<file path="config.mk">
export PLATFORM = sky130hd
export DESIGN_NAME = lc3b_decode_stage_flat
export DESIGN_NICKNAME = d
export VERILOG_FILES = /design/src/rtl/lc3b_decode_stage_if.sv /design/src/rtl/lc3b_decode_stage.sv /design/src/flat_wrapper.sv
export SDC_FILE = /design/constraint.sdc
export NUM_CORES = 1
export LEC_CHECK = 0
export ABC_AREA = 1
export BUFFER_PORTS_ARGS = -buffer_cell sky130_fd_sc_hd__buf_4
export CAP_MARGIN = 0
export CORE_ASPECT_RATIO = 0.5
export CORE_MARGIN = 10
export CORE_UTILIZATION = 45
export CTS_BUF_LIST = sky130_fd_sc_hd__clkbuf_8
export DETAILED_ROUTE_END_ITERATION = 16
export PLACE_DENSITY = 0.77
export SETUP_SLACK_MARGIN = 0.05
export SYNTH_ARGS = -nofsm -noshare
export SYNTH_HDL_FRONTEND = slang
export SYNTH_SLANG_ARGS = --single-unit
</file>
<file path="constraint.sdc">
create_clock -name clk -period 1.76 [get_ports clk]
set_clock_uncertainty 0.15 [all_clocks]
set_input_delay 0.176 -clock clk [delete_from_list [all_inputs] [get_ports clk]]
set_output_delay 0.176 -clock clk [all_outputs]
set_load 0.005 [all_outputs]
</file>
<file path="src/rtl/lc3b_decode_stage_if.sv">
//------------------------------------------------------------------------------
// Module      : lc3b_decode_stage_if
// Description : Fetch-side and execute-side handshake bundle for the LC-3b
//               decode stage. The slave modport is the decode stage itself;
//               the master modport is whatever drives it.
// Revision    : 1.0 - initial release
//------------------------------------------------------------------------------
`default_nettype none

interface lc3b_decode_stage_if;
    logic        in_valid;
    logic        in_ready;
    logic [15:0] in_ir;
    logic [15:0] in_pc;
    logic        flush;
    logic        out_valid;
    logic        out_ready;
    logic [9:0]  out_ctrl;
    logic [15:0] out_ir;
    logic [15:0] out_pc;
    logic [2:0]  out_sr1;
    logic [2:0]  out_sr2;
    logic [2:0]  out_dr;

    modport slave (
        input  in_valid, in_ir, in_pc, flush, out_ready,
        output in_ready, out_valid, out_ctrl, out_ir, out_pc,
               out_sr1, out_sr2, out_dr
    );

    modport master (
        output in_valid, in_ir, in_pc, flush, out_ready,
        input  in_ready, out_valid, out_ctrl, out_ir, out_pc,
               out_sr1, out_sr2, out_dr
    );
endinterface

`default_nettype wire

</file>
<file path="src/rtl/lc3b_decode_stage.sv">
//------------------------------------------------------------------------------
// Module      : lc3b_decode_stage
// Description : LC-3b decode stage. Decodes each accepted instruction word into
//               a control word {opcode, aluop, load_cc, load_regfile} plus
//               register specifiers and holds it in a 2-entry skid buffer
//               (main entry drives the outputs, skid entry absorbs one stall).
// Revision    : 1.0 - initial release
//------------------------------------------------------------------------------
`default_nettype none

module lc3b_decode_stage #(
    parameter logic [15:0] RESET_PC = 16'h0000
) (
    input wire                    clk,
    input wire                    reset_n,
    lc3b_decode_stage_if.slave    bus
);

    // Opcodes
    localparam logic [3:0] c_OP_BR   = 4'h0;
    localparam logic [3:0] c_OP_ADD  = 4'h1;
    localparam logic [3:0] c_OP_LDB  = 4'h2;
    localparam logic [3:0] c_OP_STB  = 4'h3;
    localparam logic [3:0] c_OP_JSR  = 4'h4;
    localparam logic [3:0] c_OP_AND  = 4'h5;
    localparam logic [3:0] c_OP_LDR  = 4'h6;
    localparam logic [3:0] c_OP_STR  = 4'h7;
    localparam logic [3:0] c_OP_NOT  = 4'h9;
    localparam logic [3:0] c_OP_LDI  = 4'hA;
    localparam logic [3:0] c_OP_STI  = 4'hB;
    localparam logic [3:0] c_OP_SHF  = 4'hD;
    localparam logic [3:0] c_OP_LEA  = 4'hE;

    // ALU operation encodings carried in the control word
    localparam logic [3:0] c_ALU_ADD  = 4'd0;
    localparam logic [3:0] c_ALU_AND  = 4'd1;
    localparam logic [3:0] c_ALU_NOT  = 4'd2;
    localparam logic [3:0] c_ALU_PASS = 4'd3;
    localparam logic [3:0] c_ALU_SLL  = 4'd4;
    localparam logic [3:0] c_ALU_SRL  = 4'd5;
    localparam logic [3:0] c_ALU_SRA  = 4'd6;

    typedef struct packed {
        logic [9:0]  ctrl;
        logic [15:0] ir;
        logic [15:0] pc;
        logic [2:0]  sr1;
        logic [2:0]  sr2;
        logic [2:0]  dr;
    } entry_t;

    // Occupancy of the skid buffer; FULL means the skid entry is in use
    typedef enum logic [1:0] {
        ST_EMPTY = 2'd0,
        ST_ONE   = 2'd1,
        ST_FULL  = 2'd2
    } state_t;

    state_t     r_state;
    state_t     w_state_next;
    logic       r_in_ready;
    entry_t     r_m;
    entry_t     r_s;
    entry_t     w_dec;
    logic [3:0] w_opcode;
    logic [3:0] w_aluop;
    logic       w_load_cc;
    logic       w_load_rf;
    logic       w_in_fire;
    logic       w_out_fire;
    logic       w_load_m;
    logic       w_load_s;
    logic       w_m_from_s;

    assign w_opcode = bus.in_ir[15:12];

    // Combinational decode of the incoming word into a buffer entry
    always_comb begin
        w_aluop   = c_ALU_PASS;
        w_load_cc = 1'b0;
        case (w_opcode)
            c_OP_ADD: begin w_aluop = c_ALU_ADD; w_load_cc = 1'b1; end
            c_OP_AND: begin w_aluop = c_ALU_AND; w_load_cc = 1'b1; end
            c_OP_NOT: begin w_aluop = c_ALU_NOT; w_load_cc = 1'b1; end
            c_OP_SHF: begin
                w_load_cc = 1'b1;
                case (bus.in_ir[5:4])
                    2'b01:   w_aluop = c_ALU_SRL;
                    2'b11:   w_aluop = c_ALU_SRA;
                    default: w_aluop = c_ALU_SLL;
                endcase
            end
            c_OP_LDB, c_OP_LDI, c_OP_LDR, c_OP_LEA: w_load_cc = 1'b1;
            default: ;
        endcase
        w_load_rf = w_load_cc | (w_opcode == c_OP_JSR);

        w_dec      = '0;
        w_dec.ctrl = {w_opcode, w_aluop, w_load_cc, w_load_rf};
        w_dec.ir   = bus.in_ir;
        w_dec.pc   = bus.in_pc;
        w_dec.sr1  = bus.in_ir[8:6];
        // Stores read their data register through the second source port
        w_dec.sr2  = ((w_opcode == c_OP_STR) || (w_opcode == c_OP_STB) ||
                      (w_opcode == c_OP_STI)) ? bus.in_ir[11:9] : bus.in_ir[2:0];
        // JSR links into R7
        w_dec.dr   = (w_opcode == c_OP_JSR) ? 3'd7 : bus.in_ir[11:9];
    end

    assign w_in_fire  = bus.in_valid & r_in_ready;
    assign w_out_fire = (r_state != ST_EMPTY) & bus.out_ready;

    // Next occupancy and entry-move controls; flush overrides everything
    always_comb begin
        w_state_next = r_state;
        w_load_m     = 1'b0;
        w_load_s     = 1'b0;
        w_m_from_s   = 1'b0;
        if (bus.flush) begin
            w_state_next = ST_EMPTY;
        end else begin
            case (r_state)
                ST_EMPTY: begin
                    if (w_in_fire) begin
                        w_state_next = ST_ONE;
                        w_load_m     = 1'b1;
                    end
                end
                ST_ONE: begin
                    if (w_in_fire && w_out_fire) begin
                        w_load_m = 1'b1;
                    end else if (w_in_fire) begin
                        w_state_next = ST_FULL;
                        w_load_s     = 1'b1;
                    end else if (w_out_fire) begin
                        w_state_next = ST_EMPTY;
                    end
                end
                ST_FULL: begin
                    if (w_out_fire) begin
                        w_state_next = ST_ONE;
                        w_m_from_s   = 1'b1;
                    end
                end
                default: w_state_next = ST_EMPTY;
            endcase
        end
    end

    // Occupancy register; in_ready is registered so it never depends on out_ready
    always_ff @(posedge clk or negedge reset_n) begin
        if (!reset_n) begin
            r_state    <= ST_EMPTY;
            r_in_ready <= 1'b0;
        end else begin
            r_state    <= w_state_next;
            r_in_ready <= (w_state_next != ST_FULL);
        end
    end

    // Main and skid entry storage
    always_ff @(posedge clk or negedge reset_n) begin
        if (!reset_n) begin
            r_m <= '0;
            r_s <= '0;
        end else begin
            if (w_load_m) begin
                r_m <= w_dec;
            end else if (w_m_from_s) begin
                r_m <= r_s;
            end
            if (w_load_s) begin
                r_s <= w_dec;
            end
        end
    end

    assign bus.in_ready  = r_in_ready;
    assign bus.out_valid = (r_state != ST_EMPTY);

    // Main entry drives the outputs; idle values whenever nothing is held
    always_comb begin
        if (r_state != ST_EMPTY) begin
            bus.out_ctrl = r_m.ctrl;
            bus.out_ir   = r_m.ir;
            bus.out_pc   = r_m.pc;
            bus.out_sr1  = r_m.sr1;
            bus.out_sr2  = r_m.sr2;
            bus.out_dr   = r_m.dr;
        end else begin
            bus.out_ctrl = '0;
            bus.out_ir   = '0;
            bus.out_pc   = RESET_PC;
            bus.out_sr1  = '0;
            bus.out_sr2  = '0;
            bus.out_dr   = '0;
        end
    end

endmodule

`default_nettype wire

</file>
<file path="src/flat_wrapper.sv">
// flat-port wrapper written by rule: the top's interface ports become plain ports
module lc3b_decode_stage_flat 
#(
    parameter logic [15:0] RESET_PC = 16'h0000
)
  (clk, reset_n, bus_in_valid, bus_in_ir, bus_in_pc, bus_flush, bus_out_ready, bus_in_ready, bus_out_valid, bus_out_ctrl, bus_out_ir, bus_out_pc, bus_out_sr1, bus_out_sr2, bus_out_dr);
  lc3b_decode_stage_if bus_i ();
  input wire clk;
  input wire reset_n;
  input wire logic [$bits(bus_i.in_valid)-1:0] bus_in_valid;
  input wire logic [$bits(bus_i.in_ir)-1:0] bus_in_ir;
  input wire logic [$bits(bus_i.in_pc)-1:0] bus_in_pc;
  input wire logic [$bits(bus_i.flush)-1:0] bus_flush;
  input wire logic [$bits(bus_i.out_ready)-1:0] bus_out_ready;
  output wire logic [$bits(bus_i.in_ready)-1:0] bus_in_ready;
  output wire logic [$bits(bus_i.out_valid)-1:0] bus_out_valid;
  output wire logic [$bits(bus_i.out_ctrl)-1:0] bus_out_ctrl;
  output wire logic [$bits(bus_i.out_ir)-1:0] bus_out_ir;
  output wire logic [$bits(bus_i.out_pc)-1:0] bus_out_pc;
  output wire logic [$bits(bus_i.out_sr1)-1:0] bus_out_sr1;
  output wire logic [$bits(bus_i.out_sr2)-1:0] bus_out_sr2;
  output wire logic [$bits(bus_i.out_dr)-1:0] bus_out_dr;
  assign bus_i.in_valid = bus_in_valid;
  assign bus_i.in_ir = bus_in_ir;
  assign bus_i.in_pc = bus_in_pc;
  assign bus_i.flush = bus_flush;
  assign bus_i.out_ready = bus_out_ready;
  assign bus_in_ready = bus_i.in_ready;
  assign bus_out_valid = bus_i.out_valid;
  assign bus_out_ctrl = bus_i.out_ctrl;
  assign bus_out_ir = bus_i.out_ir;
  assign bus_out_pc = bus_i.out_pc;
  assign bus_out_sr1 = bus_i.out_sr1;
  assign bus_out_sr2 = bus_i.out_sr2;
  assign bus_out_dr = bus_i.out_dr;
  lc3b_decode_stage #(.RESET_PC(RESET_PC)) u_core (.clk(clk), .reset_n(reset_n), .bus(bus_i));
endmodule
</file>
==> results of run 1 <==
registers in the layout, summed over array words and instances, names as in the netlist:
register             count
u_core.r_s              43
u_core.bus.in_ready      1
u_core.r_m              43
u_core.r_state           2
what timing repair did:
item                                   in CTS  in global routing
hold buffers                               35                  0
resized for setup                          14                  6
endpoints found under the hold margin     156                  0
gates cloned                                2                  0
setup endpoints to repair                  51                 86
setup buffers                               4                  0
pin swaps                                   1                  0
worst paths after layout:
kind	startpoint	end	cells past startpoint
setup / recovery	u_core.r_state[1]$_DFF_PN0_	bus_out_pc[6]	6
min in group asynchronous	reset_n	u_core.r_m[28]$_DFFE_PN0P_	3
hold reg to reg	u_core.r_s[13]$_DFFE_PN0P_	u_core.r_s[13]$_DFFE_PN0P_	2
max in group asynchronous	reset_n	u_core.r_state[0]$_DFF_PN0_	3
hold / removal	bus_in_valid	u_core.r_state[0]$_DFF_PN0_	4
setup reg to reg	u_core.r_state[1]$_DFF_PN0_	u_core.r_s[42]$_DFFE_PN0P_	8
metal layers:
| layer | vias to the layer above | wire (um) |
|---|---|---|
| li1 | 1996 | - |
| met1 | 1947 | 5200 |
| met2 | 119 | 6050 |
| met3 | 20 | 615 |
| met4 | 0 | 206 |
| met5 | - | 0 |
worst register-to-register path: stages (launching register included):
cell and delay, ps:
dfrtp_1 400, buf_4 150, nor2_2 160, nand2_2 110, nor2_4 150, inv_4 110
buf_4 190, nand2_1 60, o21ai_1 60
cell usage in the layout (no fill, tap or decap):
master           n
nand2_1        208
buf_4           98
nand3_1         89
dfrtp_1         88
inv_1           63
nor2_1          39
dlygate4sd3_1   35
o21ai_1         11
clkbuf_8        11
nor2_2           9
buf_12           8
o21ai_0          7
nor2_4           4
inv_2            4
buf_6            3
nand2_2          2
nand4_1          2
and2_1           2
buf_16           2
a211oi_1         1
o211ai_1         1
inv_4            1
nand4_2          1
nand3_2          1
nor3_1           1
nand3b_1         1
xnor2_1          1
conb_1           1
clkinv_2         1
clkinv_4         1
clkinvlp_4       1
bufinv_16        1
buf_8            1
dfrtp_2          1
power by group:
group / internal, mW / switching, mW / leakage, nW
Clock: 0.728 / 0.709 / 0.107
Combinational: 0.601 / 0.632 / 1.90
Sequential: 2.48 / 0.240 / 1.11
cells by family after synthesis:
group / after synthesis / synth area share
xor+xnor: 1 / 0.00203
buf+inv: 103 / 0.107
compound gates: 20 / 0.0243
other cells: 1 / 0.000868
flops: 89 / 0.516
simple gates: 359 / 0.350
synthesized netlist by cell type:
library cell	count
nand2_1	208
dfrtp_1	89
nand3_1	89
inv_1	62
nor2_1	49
buf_2	18
buf_4	14
o21ai_1	11
o21ai_0	7
inv_2	5
and2_1	2
buf_1	2
clkbuf_1	2
nand2_2	2
nand4_1	2
nor2_4	2
a211oi_1	1
conb_1	1
nand3_2	1
nand3b_1	1
nand4_2	1
nor2_2	1
nor3_1	1
o211ai_1	1
xnor2_1	1
stage by stage:
| stage | hold slack [ps] | setup TNS, ps | setup slack [ps] | instances | util |
|---|---|---|---|---|---|
| floorplan | -270 | 0 | 262 | 573 | - |
| global placement | 107 | 0 | 253 | 764 | 0.549 |
| detailed placement | 107 | 0 | 189 | 764 | 0.549 |
| CTS | 53.4 | -657 | -31.1 | 821 | 0.622 |
| global route | 92.9 | -3730 | -93.5 | 821 | 0.624 |
| finish | 73.9 | -685 | -31.1 | 821 | 0.624 |
layout make-up:
| class | instances | area, sq um | area share |
|---|---|---|---|
| Inverter | 67 | 254 | 0.0434 |
| Sequential cell | 89 | 2230 | 0.381 |
| Timing Repair Buffer | 147 | 1350 | 0.231 |
| Clock inverter | 5 | 55.1 | 0.00940 |
| Clock buffer | 11 | 151 | 0.0259 |
| Multi-Input combinational cell | 381 | 1660 | 0.284 |
| Tap cell | 121 | 151 | 0.0259 |
==> metrics.md, run 1 <==
| Metric | Value |
|---|---|
| Outcome | complete, but fails checks |
| Violated checks | negative setup slack |
| Seq/Total Area, Yosys | 0.516 |
| Met3 GRT Util | 0.0442 |
| VDD IR-drop max | 359 uV |
| Port Buffers | 88 |
| Synthesized instance count | 573 |
| Critical path's most frequent cell | buf_4 |
| Die height | 89.3 um |
| Met2 usage | 0.312 |
| Most Crowded Layer GR | met2 |
| PnR worst setup slack | -31.1 ps |
| CP startpoint kind | flop |
| Layout area overhead | 35.6% |
| Layout cells sized above 1 | 0.214 |
| GRT Util Overall | 0.178 |
| Largest net degree at the start of global routing | 90 |
| Worst path cell trace | buf_6 > nor2_4 > buf_4 > buf_16 > nor2_1 > buf_4 |
| Wire per inst | 14.7 um |
| Antenna violations before repair | 0 |
| I/O pins | 90 |
| Total routed wirelength | 12100 um |
| First-pass GRT wire length | 20100 um |
| Max Cap Viol | 0 |
| Syn_area_per_cell | 7.54 sq um |
| Worst hold path class | in -> reg |
| Vias in the first global route | 4106 |
| Max Fclk | 0.558 GHz |
| Crit-path max FO | 12 |
| Delay-heaviest family, CP | buffers and inverters |
| CTS tree | built |
| Fin area | 5850 sq um |
| Die area | 14200 sq um |
| H-tree lvl count | 3 |
| DP Wirelength | 7820 um |
| CP max stage delay | 400 ps |
| Initial DRC Count | 324 |
| Grt ovf | 0 |
| CP Class | reg -> out |
| Root Driver | clkbuf_8 |
| Vias/cell | 4.97 |
| Max Root-Sink Buffers | 2 |
| Post-synth cell types | 25 |
| Ant. Diodes | 0 |
| Placed cell area | 5150 sq um |
| Reg clk slew, reported paths | 80 ps |
| Largest area contributor in the netlist | dfrtp_1 |
| CTS buffer count | 9 |
| Skew-Pair Late Insertion Delay | 370 ps |
| Synth warnings | 0 |
| Power Total | 5.39 mW |
| Share of the synthesized area in the top cell type | 0.516 |
| Synth top area cells | dfrtp_1 52%, nand2_1 18%, nand3_1 10%, inv_1 5.4%, nor2_1 4.3% |
| Netlist Area Pre-Place | 4320 sq um |
| Worst Path Required | 1430 ps |
| Filler cell count in the final layout | 790 |
| Final setup fails | 46 |
| CP Buf/Inv Count | 4 |
| Unrepaired setup endpoints after global routing | yes |
| Final min period | 1790 ps |
| Initial cell density of the core | 0.460 |
| CP Data Arrival Time | 1470 ps |
| Seq cells post-synth | 89 |
| Final nets | 732 |
| Syn Nets | 610 |
| Final Max Tran Viols | 0 |
| CP max stage cell | dfrtp_1 |
| GP Congestion | 0.813 |
| Grt met1 use | 0.214 |
| DRT Pass-1 Iters | 5 |
| Worst setup EP type | output pin |
| Final Hold Viols | 0 |
| # rows | 25 |
| Reg-to-reg slack, setup | 110 ps |
| Leak pwr | 3.12 nW |
| DIE WIDTH | 159 um |
| Num Clock Sinks | 89 |
| Final ANT Viol Nets | 0 |
| Fin crit share | 1.02 |
| DRC | 0 |
| Area of the core | 9380 sq um |
| Vias | 4082 |
| PwrDens | 921 nW/um^2 |
No activity file was read; power rests on OpenSTA's default activity.
==> inputs of run 2 (changes only) <==
--- a/config.mk
+++ b/config.mk
@@ -8,12 +8,11 @@
 export ABC_AREA = 1
 export BUFFER_PORTS_ARGS = -buffer_cell sky130_fd_sc_hd__buf_4
 export CAP_MARGIN = 0
-export CORE_ASPECT_RATIO = 0.5
 export CORE_MARGIN = 10
-export CORE_UTILIZATION = 45
+export CORE_UTILIZATION = 25
 export CTS_BUF_LIST = sky130_fd_sc_hd__clkbuf_8
 export DETAILED_ROUTE_END_ITERATION = 16
-export PLACE_DENSITY = 0.77
+export PLACE_DENSITY = 0.52
 export SETUP_SLACK_MARGIN = 0.05
 export SYNTH_ARGS = -nofsm -noshare
 export SYNTH_HDL_FRONTEND = slang
==> run 2 against run 1 <==
  * Hold slack better by 62 ps
  * Die area up 62%
  * Total power up 5.3%
  * The flow still finishes with violations (negative setup slack)
  * Worst setup slack better by 6.2 ps
  * Critical path depth down 1
==> metrics.md, run 2 (synthesis gave the netlist of run 1 again) <==
| Metric | Value |
|---|---|
| Outcome | complete, but fails checks (unchanged) |
| Violated checks | negative setup slack (unchanged) |
| CP Class | reg -> out (unchanged) |
| Placed cell area | 5280 sq um (was 5150 sq um) |
| FF-to-FF End | u_core.r_s[26]$_DFFE_PN0P_ (was u_core.r_s[42]$_DFFE_PN0P_) |
| Relative slew slack | 0.669 |
| # rows | 47 (was 25) |
| CP startpoint kind | flop (unchanged) |
| DRC | 0 (unchanged) |
| Grt ovf | 0 (unchanged) |
| Skew-Pair Late Insertion Delay | 360 ps (was 370 ps) |
| Top flop regs | u_core.r_m (43), u_core.r_s (43), u_core.r_state (2) (unchanged) |
| Wire per inst | 14.8 um (was 14.7 um) |
| Non-filler cells, final | 930 (was 821) |
| Largest net degree at the start of global routing | 37 (was 90) |
| Critical path's most frequent cell | buf_4 (unchanged) |
| Leading cell type in the layout, fill and taps excluded | nand2_1 (unchanged) |
| Root Driver | clkbuf_8 (unchanged) |
| Initial cell density of the core | 0.258 (was 0.460) |
| Filler cell count in the final layout | 1779 (was 790) |
| Vias | 3962 (was 4082) |
| Layout area overhead | 43.9% (was 35.6%) |
| Port Buffers | 88 (unchanged) |
| Layout Utilization | 0.371 (was 0.624) |
| Fin area | 6210 sq um (was 5850 sq um) |
| Worst hold path class | in -> async (was in -> reg) |
| Post-Place Cells | 865 (was 764) |
| Die area | 22900 sq um (was 14200 sq um) |
| First-pass GRT wire length | 22200 um (was 20100 um) |
| H-tree lvl count | 3 (unchanged) |
| FF/Latch Area | 2230 sq um (about the same) |
| Delay-heaviest family, CP | flip-flops (was buffers and inverters) |
| Crit-path max FO | 8 (was 12) |
| Reg-to-reg slack, setup | 70 ps (was 110 ps) |
| Worst Reg-to-Reg Cells | 8 (unchanged) |
| Worst R2R Start | u_core.r_state[1]$_DFF_PN0_ (unchanged) |
| Commonest cells after routing, fill and taps aside | 208 x nand2_1, 91 x buf_4, 89 x nand3_1, 87 x dfrtp_1, 62 x inv_1 (was 208 x nand2_1, 98 x buf_4, 89 x nand3_1, 88 x dfrtp_1, 63 x inv_1) |
| Final setup fails | 23 (was 46) |
| Num Clock Sinks | 89 (unchanged) |
| CP max stage cell | dfrtp_2 (was dfrtp_1) |
| Layout cells sized above 1 | 0.231 (was 0.214) |
| DRT Pass-1 Iters | 5 (unchanged) |
| Leak pwr | 3.22 nW (was 3.12 nW) |
| CP Depth | 5 (was 6) |
| Max Cap Viol | 0 (unchanged) |
| CTS buffer count | 9 (unchanged) |
| CP Buf/Inv Count | 3 (was 4) |
| PwrDens | 915 nW/um^2 (was 921 nW/um^2) |
| Max layer used | met4 (unchanged) |
| Worst setup EP type | output pin (unchanged) |
| GP Congestion | 0.815 (was 0.813) |
| CP max stage delay | 430 ps (was 400 ps) |
| DP Wirelength | 9060 um (was 7820 um) |
| Total routed wirelength | 13800 um (was 12100 um) |
| WL met3 | 720 um (was 615 um) |
| Antenna violations before repair | 0 (unchanged) |
| Max Root-Sink Buffers | 2 (unchanged) |
| CP Data Arrival Time | 1460 ps (was 1470 ps) |
| Fin crit share | 1.01 (was 1.02) |
| Pin slew with the least headroom to its limit | 493 ps |
| Final ANT Viol Nets | 0 (unchanged) |
| I/O pins | 90 (unchanged) |
| Max Fclk | 0.560 GHz (was 0.558 GHz) |
| Initial DRC Count | 275 (was 324) |
| Power Total | 5.68 mW (was 5.39 mW) |
| Area occupied by multi-input gates | 1720 sq um (was 1660 sq um) |
| VDD IR-drop max | 378 uV (was 359 uV) |
| PnR worst setup slack | -24.8 ps (was -31.1 ps) |
| WL met2 | 6320 um (was 6050 um) |
| GRT Util Overall | 0.123 (was 0.178) |
| Worst Path Required | 1430 ps (about the same) |
| Final Hold Viols | 0 (unchanged) |
| Reg clk slew, reported paths | 90 ps (was 80 ps) |
| Setup crit start | u_core.r_state[1]$_DFF_PN0_ (unchanged) |
| CTS tree | built (unchanged) |
| Metal-1 WL | 6620 um (was 5200 um) |
| Final min period | 1780 ps (was 1790 ps) |
| Area of the core | 16800 sq um (was 9380 sq um) |
| DIE WIDTH | 151 um (was 159 um) |
| Aggregate negative setup slack | -283 ps (was -685 ps) |
| Setup Slack @ Placement | 192 ps (was 189 ps) |
| Final Max Tran Viols | 0 (unchanged) |
| Ant. Diodes | 0 (unchanged) |
| Vias/cell | 4.26 (was 4.97) |
| Final hold slack | 136 ps (was 73.9 ps) |
| Unrepaired setup endpoints after global routing | yes (unchanged) |
| Die height | 151 um (was 89.3 um) |
| Final nets | 742 (was 732) |
| Worst path cell trace | nor2_4 > buf_4 > clkbuf_16 > nor2_1 > buf_4 (was buf_6 > nor2_4 > buf_4 > buf_16 > nor2_1 > buf_4) |
| Worst setup endpoint | bus_out_ir[1] (was bus_out_pc[6]) |
| Vias in the first global route | 4098 (was 4106) |
-- run 2: changes by cell type in the layout (fill, tap and decap cells not counted), moves of 2 or more --
cell | previous run | this run
nor2_2 | 9 | 1
clkbuf_16 | 0 | 3
buf_6 | 3 | 20
o21ai_2 | 0 | 2
buf_4 | 98 | 91
nor2_4 | 4 | 12
buf_12 | 8 | 6
o21ai_1 | 11 | 9
-- run 2: worst min-delay path by stage --
stage | startpoint | end | slack [ps] | cells past startpoint
detailed placement | reset_n | u_core.r_m[35]$_DFFE_PN0P_ | -10 | 1
floorplan | reset_n | u_core.bus.in_ready$_DFF_PN0_ | -270 | 0
finish | reset_n | u_core.r_m[35]$_DFFE_PN0P_ | 140 | 2
global route | reset_n | u_core.r_m[35]$_DFFE_PN0P_ | 160 | 2
global placement | reset_n | u_core.r_m[38]$_DFFE_PN0P_ | -10 | 1
CTS | bus_in_valid | u_core.r_state[0]$_DFF_PN0_ | 140 | 4
-- run 2: area by class of cell --
type | count | share of cell area
sequential | 89 | 0.359
clock buffer | 12 | 0.0266
timing repair buffer | 157 | 0.241
multi-input combinational | 381 | 0.276
tap | 220 | 0.0443
clock inverter | 4 | 0.0119
inverter | 67 | 0.0413
-- run 2: repair_timing --
action,CTS,global route
resized for setup,31,18
setup buffers,6,5
endpoints found under the hold margin,156,0
cloned,2,4
pin swaps,0,4
hold buffers,35,0
setup endpoints to repair,51,92
-- run 2: metal layers --
layer / vias to the layer above / GRT usage
met3: 8 / 0.0331
met4: 0 / 0.0298
li1: 2017 / -
met1: 1861 / 0.165
met2: 76 / 0.192
met5: - / 0
-- run 2: power breakdown --
part	total [mW]	leakage (nW)	switching (mW)	internal (mW)
Combinational	1.29	1.99	0.660	0.631
Sequential	2.72	1.11	0.234	2.48
Clock	1.68	0.123	0.758	0.918
Total	5.68	3.22	1.65	4.03
